`src/rtl/oc_pkg.sv`:
```
// Shared types and sizing helpers for the overcurrent supervisor.
package oc_pkg;

  typedef enum logic {
    MONITOR = 1'b0,
    TRIPPED = 1'b1
  } oc_state_e;

  // 200 ms qualification and 500 ms cooldown on the 100 MHz board clock
  localparam int DEF_TRIP_CYCLES  = 20_000_000;
  localparam int DEF_RETRY_CYCLES = 50_000_000;

  function automatic int cnt_width(input int trip_cycles, input int retry_cycles);
    int m;
    m = (trip_cycles > retry_cycles) ? trip_cycles : retry_cycles;
    return $clog2(m + 1);
  endfunction

endpackage

```
`src/rtl/oc_channel.sv`:
```
// One overcurrent channel: 2-flop synchroniser, qualification/cooldown counter and fault FSM.
//   state   | meaning
//   MONITOR | armed; counting consecutive synchronised-high cycles toward a trip
//   TRIPPED | fault latched; waiting for clear (or cooldown expiry in auto-retry mode)
module oc_channel
  import oc_pkg::*;
#(
  parameter int TRIP_CYCLES  = DEF_TRIP_CYCLES,
  parameter int AUTO_RETRY   = 0,
  parameter int RETRY_CYCLES = DEF_RETRY_CYCLES
) (
  input  logic clock,
  input  logic reset,
  input  logic oc_in,
  input  logic clear,
  input  logic ch_en,
  output logic oc_fault,
  output logic trip_seen
);

  localparam int CNT_W = cnt_width(TRIP_CYCLES, RETRY_CYCLES);
  localparam logic [CNT_W-1:0] TRIP_LAST  = CNT_W'(TRIP_CYCLES - 1);
  localparam logic [CNT_W-1:0] RETRY_LAST = CNT_W'(RETRY_CYCLES - 1);

  logic             sync1_q, sync1_d;
  logic             oc_s_q, oc_s_d;
  oc_state_e        state_q, state_d;
  logic [CNT_W-1:0] cnt_q, cnt_d;
  logic             seen_q, seen_d;

  always_ff @(posedge clock) begin
    if (reset) begin
      sync1_q <= 1'b0;
      oc_s_q  <= 1'b0;
      state_q <= MONITOR;
      cnt_q   <= '0;
      seen_q  <= 1'b0;
    end else begin
      sync1_q <= sync1_d;
      oc_s_q  <= oc_s_d;
      state_q <= state_d;
      cnt_q   <= cnt_d;
      seen_q  <= seen_d;
    end
  end

  always_comb begin
    sync1_d = oc_in;
    oc_s_d  = sync1_q;
    state_d = state_q;
    cnt_d   = cnt_q;
    seen_d  = seen_q;

    if (!ch_en) begin
      state_d = MONITOR;
      cnt_d   = '0;
    end else begin
      case (state_q)
        MONITOR: begin
          if (oc_s_q) begin
            if (cnt_q == TRIP_LAST) begin
              state_d = TRIPPED;
              seen_d  = 1'b1;
              cnt_d   = '0;
            end else begin
              cnt_d = cnt_q + 1'b1;
            end
          end else begin
            cnt_d = '0;
          end
        end
        TRIPPED: begin
          // clear wins over the cooldown; both re-arm with a fresh qualification
          if (clear) begin
            state_d = MONITOR;
            cnt_d   = '0;
          end else if (AUTO_RETRY != 0) begin
            if (cnt_q == RETRY_LAST) begin
              state_d = MONITOR;
              cnt_d   = '0;
            end else begin
              cnt_d = cnt_q + 1'b1;
            end
          end
        end
        default: begin
          state_d = MONITOR;
          cnt_d   = '0;
        end
      endcase
    end
  end

  assign oc_fault  = (state_q == TRIPPED);
  assign trip_seen = seen_q;

endmodule

```
`src/rtl/oc_monitor.sv`:
```
// Multi-channel overcurrent supervisor: per-channel trip latches gating the motor enables.
module oc_monitor
  import oc_pkg::*;
#(
  parameter int NUM_CH       = 2,
  parameter int TRIP_CYCLES  = DEF_TRIP_CYCLES,
  parameter int AUTO_RETRY   = 0,
  parameter int RETRY_CYCLES = DEF_RETRY_CYCLES
) (
  input  logic              clock,
  input  logic              reset,
  input  logic [NUM_CH-1:0] oc_in,
  input  logic              clear,
  input  logic [NUM_CH-1:0] ch_en,
  output logic [NUM_CH-1:0] oc_fault,
  output logic              oc_any,
  output logic [NUM_CH-1:0] motor_en,
  output logic [NUM_CH-1:0] trip_seen
);

  for (genvar i = 0; i < NUM_CH; i++) begin : g_ch
    oc_channel #(
      .TRIP_CYCLES  (TRIP_CYCLES),
      .AUTO_RETRY   (AUTO_RETRY),
      .RETRY_CYCLES (RETRY_CYCLES)
    ) u_ch (
      .clock     (clock),
      .reset     (reset),
      .oc_in     (oc_in[i]),
      .clear     (clear),
      .ch_en     (ch_en[i]),
      .oc_fault  (oc_fault[i]),
      .trip_seen (trip_seen[i])
    );
  end

  assign oc_any = |oc_fault;

  // drivers stay off while reset is held, then follow ch_en immediately
  assign motor_en = ch_en & ~oc_fault & {NUM_CH{~reset}};

endmodule

```
`config.mk`:
```
export PLATFORM = sky130hd
export DESIGN_NAME = oc_monitor
export DESIGN_NICKNAME = d
export VERILOG_FILES = /design/src/rtl/oc_pkg.sv /design/src/rtl/oc_channel.sv /design/src/rtl/oc_monitor.sv
export SDC_FILE = /design/constraint.sdc
export NUM_CORES = 1
export LEC_CHECK = 0
export ABC_AREA = 1
export BUFFER_PORTS_ARGS = -buffer_cell sky130_fd_sc_hd__clkbuf_2
export CAP_MARGIN = 20
export CELL_PAD_IN_SITES_DETAIL_PLACEMENT = 0
export CELL_PAD_IN_SITES_GLOBAL_PLACEMENT = 2
export CORE_UTILIZATION = 30
export CTS_CLUSTER_DIAMETER = 60
export DETAILED_ROUTE_END_ITERATION = 12
export PLACE_DENSITY = 0.83
export SLEW_MARGIN = 20
export SYNTH_ARGS = -nofsm -noshare
export SYNTH_HDL_FRONTEND = slang
export SYNTH_SLANG_ARGS = --single-unit
```
`constraint.sdc`:
```
create_clock -name clock -period 1.52 [get_ports clock]
set_input_delay 0.304 -clock clock [delete_from_list [all_inputs] [get_ports clock]]
set_output_delay 0.304 -clock clock [all_outputs]
set_load 0.02 [all_outputs]
```
Word level (Yosys, flattened, before mapping)
Index checks and enable logic that the tools add are counted.
Widths: inputs -> output; s select.
{"block": "op_classes", "reduce_logical": 5, "n_mux": 14, "addsub": 2, "n_bitwise": 8, "eq_ne": 4}
{"operator": "$mux 26", "n": 5}
{"operator": "$pmux 26 s2", "n": 2}
{"operator": "$add 26x1->26 const B", "n": 2}
{"operator": "$eq 26x25->1 const B", "n": 2}
{"operator": "$reduce_and 4->1", "n": 2}
{"operator": "$reduce_or 2->1", "n": 3}
{"operator": "$mux 1", "n": 5}
{"operator": "$not 1->1", "n": 5}
{"operator": "$and 2x2->2", "n": 2}
{"operator": "$ne 2x2->1 const B", "n": 2}
{"operator": "$pmux 1 s2", "n": 2}
{"operator": "$not 2->2", "n": 1}
{"block": "word_totals", "in_bits": 7, "word_cells": 43, "register_bits": 60}

Depth between registers and ports, before layout
Gate-level depths: netlist of the first run.
{"block": "depth", "depth_word": 4, "depth_mapped": 11, "ltp_nobuf": 10}

Hierarchy
From an unflattened synthesis of the first run, not the netlist that was laid out.
{"block": "unflattened", "cells_unflattened": 573, "area_unflattened_um2": 3644.7}
{"module": "oc_channel", "area_each_um2": 1809.2, "cells_each": 283, "seq_area_each_um2": 600.6, "n_inst": 2}
{"module": "oc_monitor", "area_each_um2": 26.3, "cells_each": 7, "seq_area_each_um2": 0.0, "n_inst": 1}

Worst setup path after synthesis of the first run
No wires, ideal clock.
{"block": "synth_path", "kind": "reg-to-reg", "from": "register g_ch[0].u_ch.cnt_q[0]", "to": "register g_ch[0].u_ch.cnt_q[3]", "path_stages_with_launch": 12, "required_ns": 1.403, "setup_time_ns": 0.117, "slack_ns": 0.033, "n_path_buf": 1, "arrival_ns": 1.370, "cell_sequence": "dfxtp_1 ha_1 inv_1 nor2_2 nand2_1 nor2_2 nand2_1 nand2_2 nand2_2 nand2_4 buf_6 nor2_1"}
{"block": "synth_via", "elab_chain_cells": 4}
{"item": "start, declared", "line": "oc_channel.sv:28", "text": "logic [CNT_W-1:0] cnt_q, cnt_d;"}
{"item": "start signal, assigned", "line": "oc_channel.sv:42", "text": "cnt_q <= cnt_d;"}
{"item": "$add 26x1->26 or $eq 26x25->1 (tied branches)", "line": "oc_channel.sv:66, oc_channel.sv:61"}
{"item": "$mux 26 (*)", "line": "oc_channel.sv:61", "text": "if (cnt_q == TRIP_LAST) begin"}
{"item": "$mux 26 (*)", "line": "oc_channel.sv:60", "text": "if (oc_s_q) begin"}
{"item": "$pmux 26 s2 (*)", "line": "oc_channel.sv:58", "text": "case (state_q)"}
Mark *: on every way between the ends. The rest lies on a longest branch, timed or not.
A chain may end at the register's enable or synchronous reset.

Worst setup path in the final report of the first run
{"block": "layout_path", "from": "register g_ch[0].u_ch.cnt_q[0]", "to": "register g_ch[0].u_ch.cnt_q[6]"}
The elaborated chain is that of the path after synthesis.

==> run summary, run 1 <==
top-area cell type share of the netlist area: 34.9%
HP Start: oc_in[0]
Seq pwr share: 44.5%
area leader, netlist: dfxtp_1
layout cells sized above 1: 31.3%
worst-case clock buffer depth: 2
I/O Buffers: 13
post-route cell area: 4790 sq um
worst IR drop on VDD: 0.528 mV
post-synthesis xor/xnor area fraction: 4.58%
leak pwr: 1.91 nW
drc violations: 0
fill count: 1139
antenna violations before repair: 0
combinational fraction of design power: 2.3%
Crit Path Max Fanout: 4
Top cell by count, worst path: nand2_2
synth unique cells: 28
chip width: 109 um
EDFF count, synth: 0
post-DP HPWL: 7370 um
CP Capture Type: register
RSZ-0062 raised after global routing: true
core area: 11000 sq um
mux share of post-synthesis cell area: 0%
GRT Residual Overflow: 0
RD Place Congestion: 0.797
final worst path period need: 1.48 ns
clock buffer count from CTS: 9
largest net degree at the start of global routing: 18
Worst Max-Slew Pin Slew: 0.691 ns
WL per Instance: 12.6 um
Max Cap Viol: 0
GRT Overall Usage: 18.2%
Startpoint Class: register
Slew Limit Fails: 0
simple-gate area share of the yosys netlist: 45.7%
Root Driver: clkbuf_16
arrival time of the worst setup path: 1.70 ns
Crit-path slowest cell: dfxtp_4
drt total wl: 9870 um
worst path cell trace: ha_4, inv_1, nor2_4, nand2_2, nor2_2, nand2_1, nand2_2, nand2_8, nand2_4, nor2_1
syn_area_per_cell: 6.29 sq um
number of global-route vias before repair: 3307
Clock Power Share: 53.2%
Sw Share: 21.6%
CTS tree: done
die area: 11900 sq um
# diodes: 0
sequential share of the synthesized area: 34.9%
clk_lat worst skew: 0.33 ns
post-synthesis adder-cell area fraction: 1.45%
antenna viol nets, final: 0
H-tree depth: 3
nets: 650
Rows: 38
DRT Pass-1 Iters: 4
Synth Flop Type: dfxtp_1
Synth Area in Compound Gates: 3.02%
r2r setup slk: 0.04 ns
hold buffers post-CTS: 0
Sw Pwr: 0.000765 W
CP required: 1.74 ns
drt via density: 4.54
Synth Register Bits: 60
r2r startpoint: g_ch[0].u_ch.cnt_q[0]$_SDFFE_PP0P_
fin crit share: 97.4%
Syn. warnings: 0
Final setup viols: 0
pwr dens: 741 nW/um^2
Hold Crit Class: in2reg
Int Power: 0.00278 W
1st-iter DRT viols: 185
syn nets: 558
Ports: 14
Total Neg Setup Slack: 0 ns
Die Ht: 109 um
main combinational cell family by area after synthesis: simple AND/OR/NAND/NOR gates
Relative slew margins: 53.9%
FMAX: 676 MHz
final worst clock skew: 0.00584 ns
Netlist Area Pre-Place: 3440 sq um
Fin. Hold Viols: 0
Crit Path Class: reg2reg
Layout area overhead: 39.1%
WHS Path Cells: 3
total number of vias: 3558
Clock Sinks: 60
reg-to-reg critical path endpoint: g_ch[0].u_ch.cnt_q[6]$_SDFFE_PP0P_
Placement Cell Area: 4080 sq um
Worst R2R Path Depth: 10
main area contributors after synthesis: dfxtp_1, nand2_1, nor2_1
Post-Syn Instances: 547
worst hold path endpoint: g_ch[0].u_ch.oc_s_d$_SDFF_PP0_
starting density of the core: 31.3%
Async SR Flop Fraction: 0%
clock slew at reported path FFs: 0.05 ns
critical path's largest stage delay: 0.39 ns
first-pass GRT wire length: 16200 um
status: finished, final reports clean
## sequential cells by signal, summed over array words and instances, names as in the netlist
name,flops
g_ch.u_ch.cnt_q,52
g_ch.u_ch.oc_fault,2
g_ch.u_ch.oc_s_d,2
g_ch.u_ch.oc_s_q,2
g_ch.u_ch.trip_seen,2
## layer usage
layer / vias up / global-route usage (%) / routed length (um)
met2: 58 / 25.2 / 4070
met5: - / 0 / 0
met4: 0 / 6.18 / 103
met1: 1607 / 27.4 / 5310
li1: 1886 / - / -
met3: 7 / 3.83 / 388
## through the flow
stage	power (W)	utilization, %	cells	hold slack, ns	setup slack, ns
2_1_floorplan	0.00165	-	547	0.375	0.0329
3_3_place_gp	0.00168	37.1	755	0.393	-0.0150
3_5_place_dp	0.00168	37.1	755	0.396	-0.0800
4_1_cts	0.00359	40.2	774	0.148	0.00299
5_1_grt	0.00368	43.6	783	0.160	-0.0310
6_report	0.00355	43.6	783	0.155	0.0397
## cell usage in the layout (no fill, tap or decap), types with 3 or more instances in the layout
cell | synthesis | final
dfxtp_1 | 60 | 42
nand2_1 | 163 | 149
dfxtp_4 | 0 | 4
dfxtp_2 | 0 | 14
xor2_1 | 14 | 14
o21ai_0 | 9 | 7
o21ai_1 | 3 | 5
nor3_1 | 6 | 5
ha_4 | 0 | 4
nand3_1 | 32 | 26
xnor2_1 | 4 | 4
nor2_2 | 19 | 31
nand2_4 | 2 | 6
buf_4 | 4 | 67
buf_6 | 1 | 4
nand4_1 | 22 | 22
nand2_8 | 0 | 3
clkbuf_16 | 0 | 9
nor2_4 | 2 | 10
nor2_1 | 106 | 86
inv_1 | 75 | 71
a21oi_1 | 3 | 3
nand3_2 | 1 | 6
nand2_2 | 7 | 17
inv_2 | 0 | 4
clkbuf_2 | 0 | 12
## repair_timing
| item | CTS | global route |
|---|---|---|
| endpoints found under the hold margin | 0 | 0 |
| cloned | 2 | 1 |
| setup buffers | 2 | 8 |
| gates resized for setup | 12 | 91 |
| setup endpoints to repair | 48 | 48 |
| pin swaps | 2 | 31 |
## worst max-delay path, delay by kind of cell, from the launching register on
kind                       cells  cell delay, ns
buffers and inverters          1            0.06
adders and majority gates      1            0.14
and+or+nand+nor                8            0.77
DFF                            1            0.39
## synthesized netlist by cell type, types with 2 or more instances
master	instances
o21ai_0	9
nand2_4	2
inv_1	75
nor2_2	19
nor3_1	6
nor2_4	2
nand2_2	7
a21oi_1	3
o21bai_1	2
dfxtp_1	60
xor2_1	14
nand3_1	32
ha_1	4
o21ai_1	3
nor2_1	106
xnor2_1	4
and2_1	2
nand4_1	22
nand2_1	163
buf_4	4
## logic make-up after synthesis
kind of cell / count (synthesis)
and+or+nand+nor: 363
buffers and inverters: 83
DFF: 60
adders and majority gates: 4
AOI/OAI and AO/OA: 19
xor gates and xnor gates: 18
## worst max path at each step
stage	slack, ns	start	to
floorplan	0.03	g_ch[0].u_ch.cnt_q[0]$_SDFFE_PP0P_	g_ch[0].u_ch.cnt_q[3]$_SDFFE_PP0P_
global placement	-0.02	g_ch[1].u_ch.cnt_q[1]$_SDFFE_PP0P_	g_ch[1].u_ch.cnt_q[12]$_SDFFE_PP0P_
detailed placement	-0.08	g_ch[1].u_ch.cnt_q[1]$_SDFFE_PP0P_	g_ch[1].u_ch.cnt_q[23]$_SDFFE_PP0P_
CTS	0.003	g_ch[1].u_ch.cnt_q[1]$_SDFFE_PP0P_	g_ch[1].u_ch.cnt_q[16]$_SDFFE_PP0P_
global route	-0.03	g_ch[0].u_ch.cnt_q[0]$_SDFFE_PP0P_	g_ch[0].u_ch.cnt_q[10]$_SDFFE_PP0P_
finish	0.04	g_ch[0].u_ch.cnt_q[0]$_SDFFE_PP0P_	g_ch[0].u_ch.cnt_q[6]$_SDFFE_PP0P_
## power groups by stage
stage,Sequential (W),Combinational (W),Clock [W]
global route,0.00158,0.0000926,0.00201
finish,0.00158,0.0000830,0.00189
global placement,0.00162,0.0000615,0
CTS,0.00158,0.0000722,0.00193
floorplan,0.00162,0.0000353,0
detailed placement,0.00162,0.0000619,0
## area by class of cell
type	instances	area, sq um	share of cell area, %
flip-flops and latches	60	1230	25.8
multi-input cells	407	2180	45.6
clock inverters	2	10.0	0.209
well taps	140	175	3.66
clock buffers	13	260	5.44
inverters	76	293	6.12
repair buffers	85	631	13.2
Note: power is estimated with default switching activity, not from simulation.
==> run 2, diff against run 1 <==
--- a/config.mk
+++ b/config.mk
@@ -6,10 +6,12 @@
 export NUM_CORES = 1
 export LEC_CHECK = 0
 export ABC_AREA = 1
+export ABC_CLOCK_PERIOD_IN_PS = 1520
 export BUFFER_PORTS_ARGS = -buffer_cell sky130_fd_sc_hd__clkbuf_2
 export CAP_MARGIN = 20
 export CELL_PAD_IN_SITES_DETAIL_PLACEMENT = 0
 export CELL_PAD_IN_SITES_GLOBAL_PLACEMENT = 2
+export CORE_ASPECT_RATIO = 0.8
 export CORE_UTILIZATION = 30
 export CTS_CLUSTER_DIAMETER = 60
 export DETAILED_ROUTE_END_ITERATION = 12
==> run 2 against run 1 <==
  * Sequential share of layout area down 0.31 points
  * Utilization up 0.17 points
  * Cell area up 0.71%
  * Global-route usage down 1.4 points
  * Critical path depth down 1
  * Wire length down 1.0%
  * Sequential cell count unchanged
  * Setup slack about the same
  * Clock skew up 0.0018 ns
  * Worst hold slack better by 0.0048 ns
  * Sequential power about the same
  * Critical endpoint is now g_ch[0].u_ch.cnt_q[17]$_SDFFE_PP0P_
  * Largest cell class unchanged
  * Largest power group unchanged
==> run summary, run 2 (same netlist as run 1, synthesis figures left out) <==
Startpoint Class: register
starting density of the core: 31.2% (-0.10 points)
die area: 11900 sq um (about the same)
status: finished, final reports clean
clk_lat worst skew: 0.33 ns (about the same)
Clock Sinks: 60 (unchanged)
max reg flops: 52 (unchanged)
Fin. Hold Viols: 0 (unchanged)
Largest Register: g_ch.u_ch.cnt_q
commonest non-fill, non-tap cell in the layout: nand2_1
DRT Pass-1 Iters: 5 (+1)
chip width: 122 um (+12%)
Pwr Total: 0.00367 W (+3.5%)
# diodes: 0 (unchanged)
Worst path top cell family by delay: simple AND/OR/NAND/NOR gates
drt total wl: 9770 um (-1.0%)
arrival time of the worst setup path: 1.70 ns (about the same)
Hold Crit Class: in2reg
RD Place Congestion: 0.814 (+2.2%)
largest net degree at the start of global routing: 20 (+2)
met2 wire len: 3870 um (-4.9%)
FMAX: 675 MHz (about the same)
critical path's largest stage delay: 0.40 ns (about the same)
GRT Residual Overflow: 0 (unchanged)
Die Ht: 97.8 um (-10%)
Max Cap Viol: 0 (unchanged)
final worst path period need: 1.48 ns (+0.000115 ns)
Crit Path Max Fanout: 5 (+1)
layout cells sized above 1: 30.0% (-1.2 points)
met3 wire length: 445 um (+15%)
Relative slew margins: 71.2% (+17 points)
max layer used: met4
Root Driver: clkbuf_16
WHS Path Cells: 3 (unchanged)
CP Buf/Inv Count: 0 (-1)
first-pass GRT wire length: 15600 um (-4.2%)
1st-iter DRT viols: 234 (+26%)
fin crit share: 97.4% (about the same)
Top cell by count, worst path: nand2_2
post-DP HPWL: 7220 um (-2.0%)
Layout area overhead: 40.1%
H-tree depth: 3 (unchanged)
drc violations: 0 (unchanged)
core area: 11000 sq um (+0.32%)
Worst R2R Path Depth: 9 (-1)
Final setup viols: 0 (unchanged)
Slew Limit Fails: 0 (unchanged)
antenna violations before repair: 0 (unchanged)
drt via density: 4.53 (-0.33%)
Worst Max-Slew Pin Slew: 0.430 ns (-0.261 ns)
worst path cell trace: nand2_2, nor2_1, nand2_2, nor2_4, nand2_2, nand2_4, nand2_8, nand2_4, nor2_1
final worst clock skew: 0.00759 ns (+0.00175 ns)
worst IR drop on VDD: 0.365 mV (-31%)
worst-case clock buffer depth: 2 (unchanged)
pwr dens: 761 nW/um^2 (+2.8%)
Metal-1 WL: 5390 um (+1.4%)
Total Neg Setup Slack: 0 ns (unchanged)
WP depth: 9 (-1)
I/O Buffers: 13 (unchanged)
CTS tree: done
Rows: 34 (-11%)
number of global-route vias before repair: 3246 (-1.8%)
RSZ-0062 raised after global routing: true
GRT Overall Usage: 16.8% (-1.4 points)
WL per Instance: 12.4 um (-1.9%)
clock buffer count from CTS: 9 (unchanged)
clock slew at reported path FFs: 0.06 ns (about the same)
Crit-path slowest cell: dfxtp_2
hold_ws: 0.159 ns (+0.00476 ns)
commonest non-fill, non-tap cells in the layout: nand2_1, nor2_1, inv_1, buf_4, dfxtp_1
Ports: 14 (unchanged)
hold buffers post-CTS: 0 (unchanged)
CP Capture Type: register
total number of vias: 3578 (+0.56%)
nets: 653 (+0.46%)
CP required: 1.74 ns (about the same)
leak pwr: 1.87 nW (-2.0%)
Crit Path Class: reg2reg
antenna viol nets, final: 0 (unchanged)
## run 2: metal layers
metal | vias up | global-route usage [%]
met1 | 1635 | 26.2
li1 | 1879 | -
met5 | - | 0
met2 | 57 | 22.6
met3 | 7 | 3.39
met4 | 0 | 4.94
## run 2: power by group
group          switching, W  internal, W  leakage (nW)
registers        0.00000343      0.00157         0.492
clock network      0.000713      0.00129         0.144
logic             0.0000554    0.0000313          1.24
total              0.000772      0.00290          1.87
## run 2: layout make-up
cell class / instances / area (sq um)
repair buffers: 88 / 651
well taps: 144 / 180
flip-flops and latches: 60 / 1230
inverters: 76 / 297
clock inverters: 5 / 52.6
multi-input cells: 407 / 2170
clock buffers: 10 / 239
fillers: 1152 / 6200
## run 2: through the flow
step / instance area [sq um] / utilization (%) / worst slack [ns] / std cells
after detailed placement: 4130 / 37.5 / -0.103 / 765
after floorplan: 3440 / - / 0.0329 / 547
final: 4820 / 43.7 / 0.0396 / 790
after global routing: 4820 / 43.7 / -0.0349 / 790
after CTS: 4450 / 40.4 / 0.00412 / 780
after global placement: 4130 / 37.5 / -0.0288 / 765
## run 2: final timing paths
check,slack [ns],startpoint,endpoint
max reg2reg,0.04,g_ch[0].u_ch.cnt_q[5]$_SDFFE_PP0P_,g_ch[0].u_ch.cnt_q[17]$_SDFFE_PP0P_
min,0.16,oc_in[1],g_ch[1].u_ch.oc_s_d$_SDFF_PP0_
max,0.04,g_ch[0].u_ch.cnt_q[5]$_SDFFE_PP0P_,g_ch[0].u_ch.cnt_q[17]$_SDFFE_PP0P_
min reg2reg,0.41,g_ch[0].u_ch.oc_s_d$_SDFF_PP0_,g_ch[0].u_ch.oc_s_q$_SDFF_PP0_
## run 2: timing repair
item | 4_1_cts | 5_1_grt
gates resized for setup | 10 | 82
buffers inserted | 0 | 7
endpoints found under the setup margin | 47 | 51
endpoints found under the hold margin | 0 | 0
pin swaps | 2 | 28
cloned | 0 | 3
## run 2: tightest hold or removal path: stages
cell,delay [ns]
clkbuf_2,0.08
inv_1,0.04
nor2_1,0.03
==> run 3, diff against run 2 <==
--- a/config.mk
+++ b/config.mk
@@ -12,11 +12,12 @@
 export CELL_PAD_IN_SITES_DETAIL_PLACEMENT = 0
 export CELL_PAD_IN_SITES_GLOBAL_PLACEMENT = 2
 export CORE_ASPECT_RATIO = 0.8
-export CORE_UTILIZATION = 30
+export CORE_UTILIZATION = 31
 export CTS_CLUSTER_DIAMETER = 60
 export DETAILED_ROUTE_END_ITERATION = 12
-export PLACE_DENSITY = 0.83
+export PLACE_DENSITY = 0.85
 export SLEW_MARGIN = 20
 export SYNTH_ARGS = -nofsm -noshare
 export SYNTH_HDL_FRONTEND = slang
+export SYNTH_HIERARCHICAL = 1
 export SYNTH_SLANG_ARGS = --single-unit
==> run 3 against run 2 <==
  * The run now ends with DRC left
  * Non-clock buffer count shrank 32
  * Cell count down 0.63%
  * Count of clock-buffer cells in the layout grew 1
  * Die area is 2.5% higher
  * Fmax grew 4.4%
  * Synthesized cell count increased by 4.8%
  * Critical endpoint is now g_ch[0].u_ch/cnt_q[14]$_SDFFE_PP0P_
  * Largest power group unchanged
  * Highest routed layer unchanged
==> run summary, run 3 <==
Ports: 14 (unchanged)
drc violations: 2 (+2)
syn_area_per_cell: 6.36 sq um (+1.1%)
core area: 11500 sq um (+4.1%)
syn nets: 584 (+4.7%)
arrival time of the worst setup path: 1.69 ns (about the same)
Worst Max-Slew Pin Slew: 0.271 ns (-0.159 ns)
Clock Sinks: 60 (unchanged)
pre-CTS setup slack: -0.0586 ns (+0.0447 ns)
Global Route met3 Usage: 3.99% (+0.61 points)
HP Start: oc_in[1]
worst IR drop on VDD: 0.554 mV (+52%)
Worst Setup EP: g_ch[0].u_ch/cnt_q[14]$_SDFFE_PP0P_
clock buffer count from CTS: 9 (unchanged)
1st-iter DRT viols: 295 (+26%)
Post-Syn Instances: 573 (+4.8%)
reg-to-reg critical path endpoint: g_ch[0].u_ch/cnt_q[14]$_SDFFE_PP0P_
Largest Register: g_ch.u_ch/cnt_q
Final setup viols: 0 (unchanged)
post-DP HPWL: 7920 um (+9.6%)
CP required: 1.79 ns (+0.05 ns)
Netlist Area Pre-Place: 3640 sq um (+5.9%)
WL per Instance: 13.1 um (+6.1%)
EDFF count, synth: 0 (unchanged)
leak pwr: 1.72 nW (-8.4%)
RSZ-0062 raised after global routing: true
pwr dens: 759 nW/um^2 (-0.27%)
DRT Pass-1 Iters: 9 (+4)
worst-case clock buffer depth: 2 (unchanged)
I/O Buffers: 13 (unchanged)
nets: 645 (-1.2%)
Pwr Total: 0.00350 W (-4.7%)
Syn. warnings: 6 (+6)
Startpoint Class: register
number of global-route vias before repair: 3330 (+2.6%)
drt total wl: 10300 um (+5.4%)
worst path cell trace: ha_2, nand3_2, nor2_4, nand2_2, nor2_2, nand2_1, o21ai_1, nand2_1, nor2_1
max reg flops: 52 (unchanged)
Worst path top cell family by delay: simple AND/OR/NAND/NOR gates
Commonest cells post-synth: nand2_1, nor2_1, inv_1
commonest non-fill, non-tap cell in the layout: nand2_1
r2r startpoint: g_ch[0].u_ch/cnt_q[0]$_SDFFE_PP0P_
commonest non-fill, non-tap cells in the layout: nand2_1, nor2_1, inv_1, nand3_1, buf_4
clock slew at reported path FFs: 0.05 ns (about the same)
Slew Limit Fails: 0 (unchanged)
antenna violations before repair: 0 (unchanged)
sequential share of the synthesized area: 33.0% (-2.0 points)
synth unique cells: 27 (-3.6%)
top-area cell type share of the netlist area: 33.0% (-2.0 points)
M1 GR Usage: 28.6% (+2.3 points)
Fin. Hold Viols: 0 (unchanged)
Crit Path Max Fanout: 3 (-2)
Max Cap Viol: 0 (unchanged)
die area: 12200 sq um (+2.5%)
final worst path period need: 1.42 ns (-0.0629 ns)
Top cell by count, worst path: nand2_1
Die Ht: 99.0 um (+1.2%)
CTS tree: done
drt via density: 4.61 (+1.7%)
final worst clock skew: 0.00525 ns (-0.00235 ns)
fill count: 1246 (+8.2%)
# diodes: 0 (unchanged)
chip width: 123 um (+1.2%)
FMAX: 705 MHz (+4.4%)
count leader, synth: nand2_1
Total Neg Setup Slack: 0 ns (unchanged)
area leader, netlist: dfxtp_1
starting density of the core: 31.8% (+0.54 points)
met2 Use GR: 24.0% (+1.4 points)
GRT Overall Usage: 18.2% (+1.4 points)
critical path's largest stage delay: 0.35 ns (-0.05 ns)
Synth Flop Type: dfxtp_1
Crit Path Class: reg2reg
Worst R2R Path Depth: 9 (unchanged)
Async SR Flop Fraction: 0% (unchanged)
Crit-path slowest cell: dfxtp_2
final worst slack: 0.103 ns (+0.0629 ns)
layout cells sized above 1: 27.6% (-2.4 points)
violated checks: DRC
GRT Residual Overflow: 0 (unchanged)
CP Buf/Inv Count: 0 (unchanged)
total number of vias: 3616 (+1.1%)
antenna viol nets, final: 0 (unchanged)
main area contributors after synthesis: dfxtp_1, nand2_1, nor2_1
GRT busiest layer: met1
Rows: 35 (+2.9%)
clk_lat worst skew: 0.33 ns (about the same)
H-tree depth: 3 (unchanged)
status: finished, violations left
FF/Latch Area: 1230 sq um (-0.10%)
Layout area overhead: 26.4%
largest net degree at the start of global routing: 15 (-25%)
r2r setup slk: 0.10 ns (+0.06 ns)
Relative slew margins: 81.9% (+11 points)
first-pass GRT wire length: 16800 um (+8.0%)
Synth Register Bits: 60 (unchanged)
area of the multi-input gates: 2240 sq um (+3.0%)
WP depth: 9 (unchanged)
CP Capture Type: register
Hold Crit Class: in2reg
Setup crit start: g_ch[0].u_ch/cnt_q[0]$_SDFFE_PP0P_
RD Place Congestion: 0.832 (+2.2%)
fin crit share: 93.3% (-4.1 points)
Root Driver: clkbuf_16
run 3: cell types whose count changed after synthesis, moves of 3 or more:
cell / previous run / this run
nand2_2: 7 / 10
nand4_1: 22 / 10
nand3_1: 32 / 48
a21oi_1: 3 / 18
inv_1: 75 / 70
xor2_1: 14 / 18
buf_4: 4 / 0
nor2_2: 19 / 30
o21ai_1: 3 / 8
nor2_1: 106 / 88
o21ai_0: 9 / 12
run 3: worst min path at each step:
stage | end | slack, ns | cells past startpoint
CTS | g_ch[1].u_ch/oc_s_d$_SDFF_PP0_ | 0.17 | 3
detailed placement | g_ch[1].u_ch/oc_s_q$_SDFF_PP0_ | 0.39 | 2
finish | g_ch[1].u_ch/oc_s_d$_SDFF_PP0_ | 0.17 | 3
global route | g_ch[1].u_ch/oc_s_d$_SDFF_PP0_ | 0.18 | 3
floorplan | g_ch[0].u_ch/oc_s_d$_SDFF_PP0_ | 0.38 | 1
global placement | g_ch[1].u_ch/oc_s_q$_SDFF_PP0_ | 0.39 | 2
run 3: logic make-up after synthesis:
logic type | Yosys count | synth area share, %
compound gates | 46 | 6.87
xor+xnor | 20 | 4.81
fa+ha+maj | 4 | 1.37
buf+inv | 80 | 9.48
flops | 60 | 33.0
simple gates | 363 | 44.5
run 3: worst min-delay path, delay by kind of cell:
kind / cells / cell delay, ns
and+or+nand+nor: 1 / 0.03
buffers and inverters: 2 / 0.12
run 3: area by class of cell:
type	instances	share of cell area (%)
clock buffers	11	5.27
inverters	74	6.63
flip-flops and latches	60	26.6
repair buffers	56	8.56
well taps	148	4.02
multi-input cells	433	48.6
clock inverters	3	0.326
run 3: where the power goes:
group          internal [W]  total (W)  switching (W)  leakage (nW)
registers           0.00158    0.00158     0.00000297         0.494
clock network       0.00112    0.00183       0.000710         0.131
logic             0.0000307  0.0000880      0.0000573          1.09
run 3: per-stage QoR:
stage | util, % | cell area, sq um | std cells | hold WS, ns
global placement | 35.9 | 4120 | 766 | 0.392
finish | 40.2 | 4610 | 785 | 0.173
CTS | 38.2 | 4390 | 780 | 0.168
global route | 40.2 | 4610 | 785 | 0.179
detailed placement | 35.9 | 4120 | 766 | 0.395
floorplan | - | 3640 | 573 | 0.375
run 3: what timing repair did:
action,4_1_cts,5_1_grt
gates cloned,0,0
endpoints found under the setup margin,17,50
buffers inserted,0,5
hold buffers,0,0
pin swaps,0,11
resized for setup,3,70
run 3: per-layer routing:
metal,up-vias,wire (um)
li1,1904,-
met1,1629,5730
met2,75,4090
met3,8,392
met4,0,82
met5,-,0
